$ cat src/rtl/uart_rx_frame.sv
// UART receive framer: oversamples the synchronized serial line, recovers
// start / data (LSB first) / optional parity / stop, and hands a checked byte
// to the system controller with one-cycle valid and error strobes.
module uart_rx_frame #(
    parameter int DATA_WIDTH     = 8,
    parameter int PRESCALE_WIDTH = 6
) (
    input  logic                      CLK,
    input  logic                      RST,
    input  logic                      RX_IN,
    input  logic [PRESCALE_WIDTH-1:0] Prescale,
    input  logic                      PAR_EN,
    input  logic                      PAR_TYP,
    output logic [DATA_WIDTH-1:0]     P_DATA,
    output logic                      data_valid,
    output logic                      par_err,
    output logic                      stp_err
);

    localparam int BIT_CNT_W = $clog2(DATA_WIDTH + 1);

    typedef enum logic [2:0] {
        IDLE,
        START,
        DATA,
        PARITY,
        STOP
    } state_t;

    state_t                    state;
    logic [PRESCALE_WIDTH-1:0] edge_cnt;
    logic [BIT_CNT_W-1:0]      bit_cnt;
    logic [PRESCALE_WIDTH-1:0] p_lat;
    logic                      par_en_lat;
    logic                      par_typ_lat;
    logic                      bad;
    logic [DATA_WIDTH-1:0]     shreg;
    logic [2:0]                smp;

    logic [PRESCALE_WIDTH-1:0] half;
    logic [PRESCALE_WIDTH-1:0] smp_a;
    logic [PRESCALE_WIDTH-1:0] smp_b;
    logic [PRESCALE_WIDTH-1:0] smp_c;
    logic [PRESCALE_WIDTH-1:0] edge_last;
    logic                      at_last;
    logic                      bit_val;
    logic                      par_exp;

    // Unsupported oversampling ratios fall back to 8 so a bad setting can
    // never produce a zero-length bit period.
    function automatic logic [PRESCALE_WIDTH-1:0] decode_prescale(
        input logic [PRESCALE_WIDTH-1:0] p
    );
        if (p == PRESCALE_WIDTH'(16))
            return PRESCALE_WIDTH'(16);
        else if (p == PRESCALE_WIDTH'(32))
            return PRESCALE_WIDTH'(32);
        else
            return PRESCALE_WIDTH'(8);
    endfunction

    // Three samples straddle the bit centre; the decision is made later at
    // the end of the bit period, when the vote is long settled.
    assign half      = p_lat >> 1;
    assign smp_a     = half - PRESCALE_WIDTH'(1);
    assign smp_b     = half;
    assign smp_c     = half + PRESCALE_WIDTH'(1);
    assign edge_last = p_lat - PRESCALE_WIDTH'(1);
    assign at_last   = (edge_cnt == edge_last);
    assign bit_val   = (smp[0] & smp[1]) | (smp[0] & smp[2]) | (smp[1] & smp[2]);
    assign par_exp   = (^shreg) ^ par_typ_lat;

    // Capture the three centre samples of the current bit for the majority vote.
    always_ff @(posedge CLK) begin
        if (state != IDLE) begin
            if (edge_cnt == smp_a) smp[0] <= RX_IN;
            if (edge_cnt == smp_b) smp[1] <= RX_IN;
            if (edge_cnt == smp_c) smp[2] <= RX_IN;
        end
    end

    // Shift each voted data bit in from the top so bit 0 ends up in the LSB.
    always_ff @(posedge CLK) begin
        if (state == DATA && at_last)
            shreg <= {bit_val, shreg[DATA_WIDTH-1:1]};
    end

    // Frame sequencer: bit timing, framing checks and registered strobes.
    always_ff @(posedge CLK or negedge RST) begin
        if (!RST) begin
            state       <= IDLE;
            edge_cnt    <= '0;
            bit_cnt     <= '0;
            p_lat       <= PRESCALE_WIDTH'(8);
            par_en_lat  <= 1'b0;
            par_typ_lat <= 1'b0;
            bad         <= 1'b0;
            P_DATA      <= '0;
            data_valid  <= 1'b0;
            par_err     <= 1'b0;
            stp_err     <= 1'b0;
        end else begin
            data_valid <= 1'b0;
            par_err    <= 1'b0;
            stp_err    <= 1'b0;

            if (state != IDLE)
                edge_cnt <= at_last ? '0 : edge_cnt + PRESCALE_WIDTH'(1);

            case (state)
                IDLE: begin
                    edge_cnt <= '0;
                    bit_cnt  <= '0;
                    bad      <= 1'b0;
                    if (!RX_IN) begin
                        // Configuration is frozen for the whole frame here.
                        state       <= START;
                        p_lat       <= decode_prescale(Prescale);
                        par_en_lat  <= PAR_EN;
                        par_typ_lat <= PAR_TYP;
                    end
                end
                START: begin
                    if (at_last)
                        state <= bit_val ? IDLE : DATA;
                end
                DATA: begin
                    if (at_last) begin
                        if (bit_cnt == BIT_CNT_W'(DATA_WIDTH - 1)) begin
                            bit_cnt <= '0;
                            state   <= par_en_lat ? PARITY : STOP;
                        end else begin
                            bit_cnt <= bit_cnt + BIT_CNT_W'(1);
                        end
                    end
                end
                PARITY: begin
                    if (at_last) begin
                        if (bit_val != par_exp) begin
                            par_err <= 1'b1;
                            bad     <= 1'b1;
                        end
                        state <= STOP;
                    end
                end
                STOP: begin
                    if (at_last) begin
                        if (!bit_val) begin
                            stp_err <= 1'b1;
                        end else if (!bad) begin
                            P_DATA     <= shreg;
                            data_valid <= 1'b1;
                        end
                        bad   <= 1'b0;
                        state <= IDLE;
                    end
                end
                default: begin
                    state <= IDLE;
                end
            endcase
        end
    end

endmodule

$ cat config.mk
export PLATFORM = sky130hd
export DESIGN_NAME = uart_rx_frame
export DESIGN_NICKNAME = d
export VERILOG_FILES = /design/src/rtl/uart_rx_frame.sv
export SDC_FILE = /design/constraint.sdc
export NUM_CORES = 1
export LEC_CHECK = 0
export ABC_CLOCK_PERIOD_IN_PS = 3100
export CAP_MARGIN = 20
export CORE_MARGIN = 4
export CORE_UTILIZATION = 25
export CTS_BUF_LIST = sky130_fd_sc_hd__clkbuf_16
export CTS_CLUSTER_SIZE = 10
export DETAILED_ROUTE_END_ITERATION = 10
export GPL_TIMING_DRIVEN = 1
export RECOVER_POWER = 100
export SLEW_MARGIN = 20
export SYNTH_ARGS = -nofsm -noshare
export SYNTH_HDL_FRONTEND = slang
export SYNTH_SLANG_ARGS = --single-unit
$ cat constraint.sdc
create_clock -name CLK -period 3.1 [get_ports CLK]
set_clock_uncertainty 0.05 [all_clocks]
set_input_delay 0.31 -clock CLK [delete_from_list [all_inputs] [get_ports CLK]]
set_output_delay 0.31 -clock CLK [all_outputs]
set_load 0.01 [all_outputs]
==> summary.md <==
| Metric | Value |
|---|---|
| Synth top cells by count | dfrtp_1 (29), nand2_1 (16), nor2_1 (14) |
| Port Buffers | 21 |
| Max IR drop VDD | 0.0002839 V |
| Final min period | 2.700 ns |
| Top cell type's share of synthesized area | 36.41% |
| Critical Path End Type | flip-flop |
| Worst setup SP type | flip-flop |
| Max Cap Viol | 1 |
| Setup slack, reg-to-reg | 0.40 ns |
| Setup TNS | 0 ns |
| P_int | 1.293 mW |
| Final Routed Wirelength | 3627 um |
| Worst-Skew Late Latency | 0.28 ns |
| Clock power share | 30.7% |
| Starting Density | 25.79% |
| RSZ-0062 raised after global routing | no |
| Clock-pin transition on the worst setup and hold timing paths | 0.06 ns |
| Vias in the first global route | 1290 |
| Most used DFF post-synth | dfrtp_1 |
| Diodes inserted | 0 |
| Die Ht | 97.29 um |
| WP buf/inv | 3 |
| # IOs | 22 |
| Grt ovf | 0 |
| Hold crit path type | flip-flop to flip-flop |
| Slowest stage delay, CP | 0.62 ns |
| Area of the mapped netlist | 0.001993 mm2 |
| Most common cell in the netlist | dfrtp_1 |
| DR DRC count | 0 |
| Finished Core Util | 32.17% |
| Critical setup path kind | flip-flop to flip-flop |
| Cell family with most CP delay | buffers and inverters |
| Drt first pass iters | 4 |
| Sw Ratio | 32.09% |
| Rows | 32 |
| Syn_nets | 190 |
| Root buffer cell | clkbuf_16 |
| Crit share post-route | 87.11% |
| Netlist cell types | 42 |
| Crit path DAT | 2.57 ns |
| Setup violations, final | 0 |
| Max Fclk | 0.3703 GHz |
| Hold wc startpoint | par_en_lat |
| CP startpoint | p_lat[3] |
| Synthesis-stage register bit count | 41 |
| CTS H-Tree Depth | 2 |
| # hold bufs at CTS | 0 |
| Vias | 1317 |
| Post_cts resized | 0 |
| Area Overhead vs Synth | 24.73% |
| Global-route wire length before repair | 6306 um |
| Syn_area_per_cell | 11.45 um2 |
| Die area | 0.009465 mm2 |
| Post-synth EDFFs | 11 |
| Number of CTS-inserted buffers | 5 |
| Failing checks | capacitance limit, slew limit |
| Required time of the worst setup path | 2.97 ns |
| Crit-path cells | inv_1, ha_1, xnor3_1, nand4_1, clkbuf_1, nor2_1, clkbuf_1 |
| Die span in x | 97.29 um |
| Initial antenna violation count | 0 |
| Mapped Cells | 174 |
| RePlAce Congestion | 0.7757 |
| Critical R2R Launch | p_lat[3] |
| Synth area leaders | dfrtp_1 (36%), edfxtp_1 (17%), mux2_2 (5.1%) |
| Via/cell ratio | 4.347 |
| R2R cell count | 7 |
| Combinational Power Share | 28.9% |
| GRT Resource Usage Total | 8.316% |
| Post-DP HPWL | 2710 um |
| DR iter-0 viols | 36 |
| Nets | 216 |
| Clock buffer depth | 2 |
| Worst path depth | 7 |
| Max-slew violations | 31 |
| Layout cells sized above 1 | 9.950% |
| CP max-delay cell | dfstp_1 |
| Hold slack | 0.4306 ns |
| Hold path cells | 2 |
| CTS tree | yes |
| Synth async-reset ratio | 73.17% |
| Least-Margin Pin Slew | 1.573 ns |
| Antenna Nets Post-Route | 0 |
| Final hold viol count | 0 |
| CORE AREA | 0.007727 mm2 |
| Max_slew headroom | -4.871% |
| Largest net degree at the start of global routing | 31 |
| Sequential Power Share | 40.4% |
| Ys Warns | 0 |
| Clk sinks | 41 |
| Crit path top cell by count | clkbuf_1 |
| Post-synth top area cell | dfrtp_1 |
| Leakage power total | 1.064 nW |
| Switch Pwr | 0.6107 mW |
| WL per Instance | 11.97 um |
| Outcome | finished, violations left |
| CP max FO | 11 |
| Post-synthesis sequential area ratio | 54.30% |
| Setup Buffers After CTS | 0 |
| P per Cell Area | 765.5 mW/mm2 |
-- placed cells by master, fill, tap and decap left out, types with 2 or more instances in the layout --
cell	synthesis	layout
a31oi_1	3	3
nand2_1	16	16
edfxtp_1	11	11
nand3_1	2	2
xor2_1	11	11
nand2b_1	4	4
o31ai_1	2	2
a21oi_1	3	3
dfrtp_1	29	29
ha_1	5	5
and2_0	0	3
or3_1	2	2
xnor3_1	2	2
clkbuf_1	3	3
clkdlybuf4s50_1	0	8
clkbuf_16	0	5
nor3_1	6	6
nor2_1	14	14
a21boi_0	2	2
dlygate4sd3_1	0	13
mux2_2	9	9
or4_1	2	2
nand4_1	1	2
xnor2_1	8	8
o21ai_0	5	5
inv_1	10	10
-- through the flow --
step	power [mW]	cell area [um2]	worst slack (ns)	std cells
after floorplan	1.212	1993	0.7225	174
after global placement	1.331	2332	0.5694	295
after detailed placement	1.347	2332	0.5072	295
after CTS	1.948	2504	0.4938	303
after global routing	2.054	2486	0.2479	303
final	1.903	2486	0.3997	303
-- state kept, by name, summed over array words and instances, names as in the netlist --
register	count
P_DATA	8
smp	3
stp_err	1
par_en_lat	1
edge_cnt	6
p_lat	3
data_valid	1
shreg	8
par_typ_lat	1
bit_cnt	4
bad	1
state	3
par_err	1
-- worst reg2reg max path: stages, from the launching register on --
cell	delay, ns
dfstp_1	0.62
inv_1	0.07
ha_1	0.23
xnor3_1	0.38
nand4_1	0.17
clkbuf_1	0.27
nor2_1	0.15
clkbuf_1	0.42
-- cells by family (layout without fill, tap and decap cells) --
group,count (synthesis),count (layout),share of synthesized area (%)
adders and majority gates,6,6,3.641
and+or+nand+nor,60,60,16.13
buffers and inverters,15,42,2.951
muxes,9,9,5.085
AOI/OAI and AO/OA,22,22,7.282
xor gates and xnor gates,21,21,10.61
DFF,41,41,54.30
-- final cells by class --
type | count | area, um2
inverters | 10 | 37.54
repair buffers | 24 | 221.5
clock buffers | 5 | 125.1
flip-flops and latches | 41 | 1082
fillers | 778 | 5241
multi-input cells | 118 | 845.8
clock inverters | 3 | 46.29
well taps | 102 | 127.6
-- metal layers --
metal / track usage, % / share of wire (%)
met5: 0 / 0
met4: 5.112 / 3.6
met3: 2.728 / 5.0
met2: 12.79 / 45
met1: 10.05 / 46
-- worst paths after layout --
check                                    to
worst max-delay path               shreg[5]
worst min-delay path             par_en_lat
worst max register to register     shreg[5]
worst min register to register   par_en_lat
max in group asynchronous       edge_cnt[0]
min in group asynchronous         P_DATA[4]
-- power by group through the flow --
| stage | clock network, mW | logic (mW) | registers, mW |
|---|---|---|---|
| global route | 0.629 | 0.640 | 0.784 |
| finish | 0.585 | 0.550 | 0.768 |
| global placement | 0 | 0.557 | 0.774 |
| CTS | 0.603 | 0.575 | 0.770 |
| detailed placement | 0 | 0.567 | 0.780 |
| floorplan | 0 | 0.492 | 0.721 |
Note: power is estimated with default switching activity, not from simulation.
